--- src/rtl/sha3_pkg.sv ---
// Shared SHA3 types and helpers: state layout, variant IDs, digest length and lane byte swap.
package sha3_pkg;

  typedef logic [0:4][0:4][63:0] sha3_state_t;

  typedef enum logic [1:0] {
    SHA3_224 = 2'd0,
    SHA3_256 = 2'd1,
    SHA3_384 = 2'd2,
    SHA3_512 = 2'd3
  } sha3_id_t;

  typedef enum logic {
    TX_IDLE = 1'b0,
    TX_SEND = 1'b1
  } tx_state_e;

  // Digest length in 16-bit words.
  function automatic logic [5:0] digest_words(input sha3_id_t id);
    case (id)
      SHA3_224: digest_words = 6'd14;
      SHA3_256: digest_words = 6'd16;
      SHA3_384: digest_words = 6'd24;
      default:  digest_words = 6'd32;
    endcase
  endfunction

  // Keccak lanes are little-endian; the digest wants the lane's first byte on top.
  function automatic logic [63:0] revers_byte(input logic [63:0] v);
    logic [63:0] r;
    r = '0;
    for (int i = 0; i < 8; i++) r[8*i +: 8] = v[8*(7-i) +: 8];
    return r;
  endfunction

endpackage

--- src/rtl/sha3_digest_tx_if.sv ---
// Digest output stream: valid/ready with TLAST, driven by the master.
interface sha3_digest_tx_if #(
  parameter int WIDTH = 16
) ();
  logic [WIDTH-1:0] M_TDATA;
  logic             M_TVALID;
  logic             M_TREADY;
  logic             M_TLAST;

  modport master (output M_TDATA, output M_TVALID, output M_TLAST, input  M_TREADY);
  modport slave  (input  M_TDATA, input  M_TVALID, input  M_TLAST, output M_TREADY);
endinterface

--- src/rtl/sha3_digest_tx.sv ---
// Captures the final Keccak state and streams the truncated digest 16 bits at a time,
// first digest byte in the upper half of each word.
module sha3_digest_tx
  import sha3_pkg::*;
#(
  parameter int WIDTH  = 16,
  parameter int LANE_W = 64
) (
  input  logic              ACLK,
  input  logic              ARESET,
  input  sha3_state_t       state_in,
  input  logic [1:0]        ID,
  input  logic              state_valid,
  output logic              state_ready,
  output logic              busy,
  sha3_digest_tx_if.master  m
);

  localparam int BUF_W = 8 * LANE_W;

  tx_state_e        state_q;
  logic [5:0]       cnt_q;
  logic [BUF_W-1:0] buf_q;
  logic [BUF_W-1:0] lanes_d;

  // Lane i sits at (x,y) = (i%5, i/5); lane 0 lands in the top of the buffer.
  always_comb begin
    lanes_d = '0;
    for (int i = 0; i < 8; i++)
      lanes_d[BUF_W-1-LANE_W*i -: LANE_W] = revers_byte(state_in[i%5][i/5]);
  end

  always_ff @(posedge ACLK) begin
    if (ARESET) begin
      state_q <= TX_IDLE;
      cnt_q   <= '0;
      buf_q   <= '0;
    end else begin
      case (state_q)
        TX_IDLE: begin
          if (state_valid) begin
            buf_q   <= lanes_d;
            cnt_q   <= digest_words(sha3_id_t'(ID));
            state_q <= TX_SEND;
          end
        end
        TX_SEND: begin
          if (m.M_TREADY) begin
            buf_q <= buf_q << WIDTH;
            cnt_q <= cnt_q - 6'd1;
            if (cnt_q == 6'd1) state_q <= TX_IDLE;
          end
        end
        default: state_q <= TX_IDLE;
      endcase
    end
  end

  assign m.M_TVALID  = (state_q == TX_SEND);
  assign m.M_TLAST   = (state_q == TX_SEND) && (cnt_q == 6'd1);
  assign m.M_TDATA   = buf_q[BUF_W-1 -: WIDTH];
  assign busy        = (state_q == TX_SEND);
  assign state_ready = (state_q == TX_IDLE);

  // Only lanes 0-7 carry digest bytes; the rest of the state is intentionally dropped.
  logic unused_state;
  assign unused_state = ^state_in;

endmodule

--- src/flat_wrapper.sv ---
// flat-port wrapper written by rule: the top's interface ports become plain ports
module sha3_digest_tx_flat import sha3_pkg::*;
#(
  parameter int WIDTH  = 16,
  parameter int LANE_W = 64
)
  (ACLK, ARESET, state_in, ID, state_valid, state_ready, busy, m_M_TDATA, m_M_TVALID, m_M_TLAST, m_M_TREADY);
  sha3_digest_tx_if #(.WIDTH(WIDTH)) m_i ();
  input  logic ACLK;
  input  logic ARESET;
  input  sha3_state_t state_in;
  input  logic [1:0] ID;
  input  logic state_valid;
  output logic state_ready;
  output logic busy;
  output wire logic [$bits(m_i.M_TDATA)-1:0] m_M_TDATA;
  output wire logic [$bits(m_i.M_TVALID)-1:0] m_M_TVALID;
  output wire logic [$bits(m_i.M_TLAST)-1:0] m_M_TLAST;
  input wire logic [$bits(m_i.M_TREADY)-1:0] m_M_TREADY;
  assign m_M_TDATA = m_i.M_TDATA;
  assign m_M_TVALID = m_i.M_TVALID;
  assign m_M_TLAST = m_i.M_TLAST;
  assign m_i.M_TREADY = m_M_TREADY;
  sha3_digest_tx #(.WIDTH(WIDTH), .LANE_W(LANE_W)) u_core (.ACLK(ACLK), .ARESET(ARESET), .state_in(state_in), .ID(ID), .state_valid(state_valid), .state_ready(state_ready), .busy(busy), .m(m_i));
endmodule
--- config.mk ---
export PLATFORM = sky130hd
export DESIGN_NAME = sha3_digest_tx_flat
export DESIGN_NICKNAME = d
export VERILOG_FILES = /design/src/rtl/sha3_pkg.sv /design/src/rtl/sha3_digest_tx_if.sv /design/src/rtl/sha3_digest_tx.sv /design/src/flat_wrapper.sv
export SDC_FILE = /design/constraint.sdc
export NUM_CORES = 1
export LEC_CHECK = 0
export CORE_AREA = 10 10 624 626
export CTS_CLUSTER_DIAMETER = 150
export CTS_CLUSTER_SIZE = 25
export DETAILED_ROUTE_END_ITERATION = 10
export DIE_AREA = 0 0 634 636
export GPL_ROUTABILITY_DRIVEN = 0
export REMOVE_ABC_BUFFERS = 1
export SETUP_SLACK_MARGIN = 0.2
export SLEW_MARGIN = 20
export SYNTH_ARGS = -nofsm -noshare
export SYNTH_HDL_FRONTEND = slang
export SYNTH_SLANG_ARGS = --single-unit
--- constraint.sdc ---
create_clock -name ACLK -period 2.8 [get_ports ACLK]
set_clock_uncertainty 0.05 [all_clocks]
set_input_delay 0.28 -clock ACLK [delete_from_list [all_inputs] [get_ports ACLK]]
set_output_delay 0.28 -clock ACLK [all_outputs]
set_load 0.01 [all_outputs]
== Word level (Yosys, flattened, before mapping) ==
Index checks and enable logic that the tools add are counted.
Operators by class
  equality and inequality tests: 5
  multiplexer cells: 11
  $add $sub $neg: 1
  bitwise operators: 1
  reductions and logical operators: 3
Operators with widths (number)
  $mux 512: 2
  $pmux 512 s2: 1
  $pmux 6 s3: 1
  $mux 6: 2
  $pmux 6 s2: 1
  $eq 6x1->1 const B: 1
  $sub 6x1->6 const B: 1
  $ne 2x2->1 const B: 2
  $mux 1: 3
  $eq 2x1->1 const B: 1
  $eq 2x2->1 const B: 1
  $logic_not 2->1: 1
  $pmux 1 s2: 1
  $reduce_and 2->1: 1
  $logic_and 1x1->1: 1
  $not 1->1: 1
Word-level totals
  output and inout port bits: 20
  flip-flop bits (word level): 519
  bits of input ports: 1606
  logic and storage cells: 24

== Depth between registers and ports, before layout ==
  word-level depth: 4
  depth in mapped cells: 7
  gate-level depth less buffers: 5

== Least setup slack after synthesis ==
Ideal clock, no wire load.
  path kind: register -> register
  start: register u_core.state_q (netlist: u_core.busy)
  end: register u_core.buf_q[428]
  clock period less this slack: 1.673 ns
  required time: 2.604 ns
  path buffers: 4
  data arrival time: 1.477 ns
  cell stages (with the launch flop): 8
  setup time: 0.146 ns
  slack: 1.127 ns
  path through: dfxtp_1 -> buf_4 -> mux2_4 -> buf_6 -> buf_2 -> buf_2 -> nor2_1 -> a211oi_2
Between the ends
  cells in the longest elaborated chain, start to end: 3
  elaborated cells between the ends (all ways): 5
  classes of those cells: eq/ne (2); mux (1); bitwise (1); reduce/logical (1)
RTL lines
  start, declared: line sha3_digest_tx.sv:21  | tx_state_e state_q;
  start signal, assigned: line sha3_digest_tx.sv:35  | state_q <= TX_IDLE;
  start signal, assigned: line sha3_digest_tx.sv:44  | state_q <= TX_SEND;
  start signal, assigned: line sha3_digest_tx.sv:51  | if (cnt_q == 6'd1) state_q <= TX_IDLE;
  $not 1->1: line sha3_digest_tx.sv:39  | case (state_q)
  $ne 2x2->1 (no source line)
  $reduce_and 2->1 (no source line)
  end signal, assigned: line sha3_digest_tx.sv:42  | buf_q <= lanes_d;
  end signal, assigned: line sha3_digest_tx.sv:49  | buf_q <= buf_q << WIDTH;
  end, declared: line sha3_digest_tx.sv:23  | logic [BUF_W-1:0] buf_q;
Several ways; a longest one is shown, not always the timed one.
A chain may end at the register's enable or synchronous reset.

== Final worst setup path ==
  start: register u_core.state_q (netlist: u_core.busy)
  end: output port state_ready
Between the ends
  cells in the longest elaborated chain, start to end: 1
RTL lines
  $not 1->1: line sha3_digest_tx.sv:63  | assign state_ready = (state_q == TX_IDLE);
  end, declared: line flat_wrapper.sv:14  | output logic state_ready;
No other way between the ends.

==> impl_metrics.json <==
{
  "power_density_nw_per_um2": 483.7,
  "root_buffer": "clkbuf_16",
  "fp.dieW_um": 634,
  "tightest_slew_ns": 0.7331,
  "area_growth_pct": 55.70,
  "cts_tree": "done",
  "synthCells": 2334,
  "wl_um": 92470,
  "ys_seq_area_share_pct": 45.51,
  "yosysTopAreaCell": "dfxtp_1",
  "critical_path_arrival_ns": 2.08,
  "avgSynthCellArea_um2": 9.781,
  "cts.htree.levels": 1,
  "ant_nets": 0,
  "synth_ff_type": "dfxtp_1",
  "power_leakage_nw": 11.56,
  "syn_area_um2": 22830,
  "clockBufferDepth": 3,
  "grt_setup_unrepaired": "no",
  "antenna_found_initial": 77,
  "synthDistinctLibCells": 34,
  "grt_start_max_net_pins": 114,
  "slew_headroom_pct": 49.73,
  "synth_edf_count": 0,
  "grtUsageTotal_pct": 4.319,
  "drt_first_pass_iters": 4,
  "clkTransAtPathRegs_ns": 0.11,
  "ir_worst_vdd_mv": 0.6298,
  "hold_violations": 0,
  "fmax_ghz": 0.4144,
  "start_kind": "register",
  "die_area_um2": 403200,
  "layout-drive-gt1-share_pct": 7.246,
  "fillCellCount": 43790,
  "cts_buffers": 30,
  "synth_top_area_share_pct": 45.51,
  "numPortBuffers": 537,
  "min_period_ns": 2.413,
  "drc": 0,
  "overflow": 0,
  "cts_sinks": 519,
  "critical_path_required_ns": 2.47,
  "vias": 18230,
  "ioPinCount": 1626,
  "clk_latency_ns": 0.71,
  "start_util_pct": 6.052,
  "setup_tns_ns": 0,
  "outcome": "complete, no violations",
  "vias_per_cell": 2.332,
  "async_flop_share_pct": 0,
  "synth_seq_cells": 519,
  "final-setup-viol-count": 0,
  "criticalPathCategory": "register to primary output",
  "fin_nets": 4374,
  "path_max_fanout": 51,
  "endpoint_kind": "primary output",
  "rows": 226,
  "hp-class": "primary input to register",
  "hold_slack_ns": 0.1477,
  "post_drt_wl_per_cell_um": 11.83,
  "synth_area_leaders": "dfxtp_1 46%, mux2i_1 22%, a211oi_1 15%",
  "yosys_warnings": 0,
  "finalCritPeriodShare_pct": 86.18,
  "die_y_um": 636,
  "grt_pass1_vias": 17790,
  "coreArea_um2": 377200,
  "drv_slew": 0,
  "maxCapViolations": 0,
  "dp_hpwl_um": 72960,
  "first_iter_violations": 1002,
  "grt_pass1_wl_um": 127300
}
## power by group
group          total (mW)  switching (mW)  internal [mW]
Combinational        3.56            1.71           1.85
Sequential           8.52           0.422           8.10
Clock                5.11            3.00           2.11
## cell families (layout without fill, tap and decap cells)
kind of cell,after synthesis,in the layout,share of synthesized area (%)
compound gates,524,524,18.22
fa+ha+maj,4,4,0.2192
buf+inv,250,690,5.108
flops,519,519,45.51
mux,498,498,21.86
other cells,0,28,0
simple gates,539,539,9.087
## path summary, 6_finish.rpt
check	start	endpoint	slack, ns	cells past startpoint
max reg2reg	u_core.busy	u_core.buf_q[22]	0.62	6
max	u_core.busy	state_ready	0.39	3
min reg2reg	u_core.buf_q[95]	u_core.buf_q[95]	0.45	2
min	state_in[893]	u_core.buf_q[5]	0.15	3
## sequential cells by signal (all words and copies together), names as in the netlist
signal        flops
u_core.buf_q    512
u_core.busy       1
u_core.cnt_q      6
## Yosys cell counts (4+ instances only)
cell	instances
nor2_1	520
dfxtp_1	519
mux2i_1	497
a211oi_1	453
buf_2	119
clkbuf_1	96
a211oi_2	44
buf_4	19
a22oi_1	17
buf_1	10
inv_1	5
ha_1	4
## routing by layer
| metal | wire, µm | up-vias | share of wire [%] | global-route usage (%) |
|---|---|---|---|---|
| met1 | 36760 | 8190 | 40 | 4.839 |
| met5 | 274 | - | 0.30 | 0 |
| met4 | 3357 | 42 | 3.6 | 1.727 |
| li1 | - | 9414 | - | - |
| met3 | 6543 | 157 | 7.1 | 1.483 |
| met2 | 45530 | 431 | 49 | 7.476 |
## critical path, cell delays in order (launching register included)
cell	delay, ns
dfxtp_4	0.47
buf_12	0.31
inv_1	0.08
clkdlybuf4s50_1	0.49
## through the flow
stage          std cells  setup slack (ns)  cell area, µm²  total power, mW  util, %
3_5_place_dp        7743            0.1654           34480            12.35    9.140
3_3_place_gp        7743            0.2025           34480            12.29    9.140
5_1_grt             7814            0.2734           35540            18.18    9.420
2_1_floorplan       2089            -20.98           21680            11.67        -
6_report            7818            0.3868           35550            17.19    9.423
4_1_cts             7790            0.2785           35480            17.66    9.404
## cell type report
cell class | instances | area, µm² | area share (%)
inverters | 5 | 18.77 | 0.05280
clock inverters | 11 | 183.9 | 0.5174
well taps | 5016 | 6276 | 17.66
multi-input cells | 1565 | 11300 | 31.79
diodes | 28 | 70.07 | 0.1971
flip-flops and latches | 519 | 10390 | 29.24
repair buffers | 643 | 6528 | 18.36
clock buffers | 31 | 775.7 | 2.182
## layout by cell type, fill, tap and decap left out, types with 3 or more instances in the layout
cell type	netlist	routed
a211oi_1	453	453
dfxtp_1	519	518
clkdlybuf4s50_1	0	535
diode_2	0	28
or3b_2	3	3
ha_1	4	4
clkbuf_16	0	31
buf_4	19	77
a211oi_2	44	44
a22oi_1	17	17
clkinv_8	0	3
nand2_1	3	3
inv_1	5	5
mux2i_1	497	496
nor2_1	520	520
buf_12	0	28
inv_16	0	3
## timing repair
item / CTS / global route
hold endpoints to repair: 7 / 0
gates resized for setup: 1 / 0
hold buffers: 1 / 0
buffers inserted: 4 / 0
setup endpoints to repair: 4 / 0
Note: power is estimated with default switching activity, not from simulation.
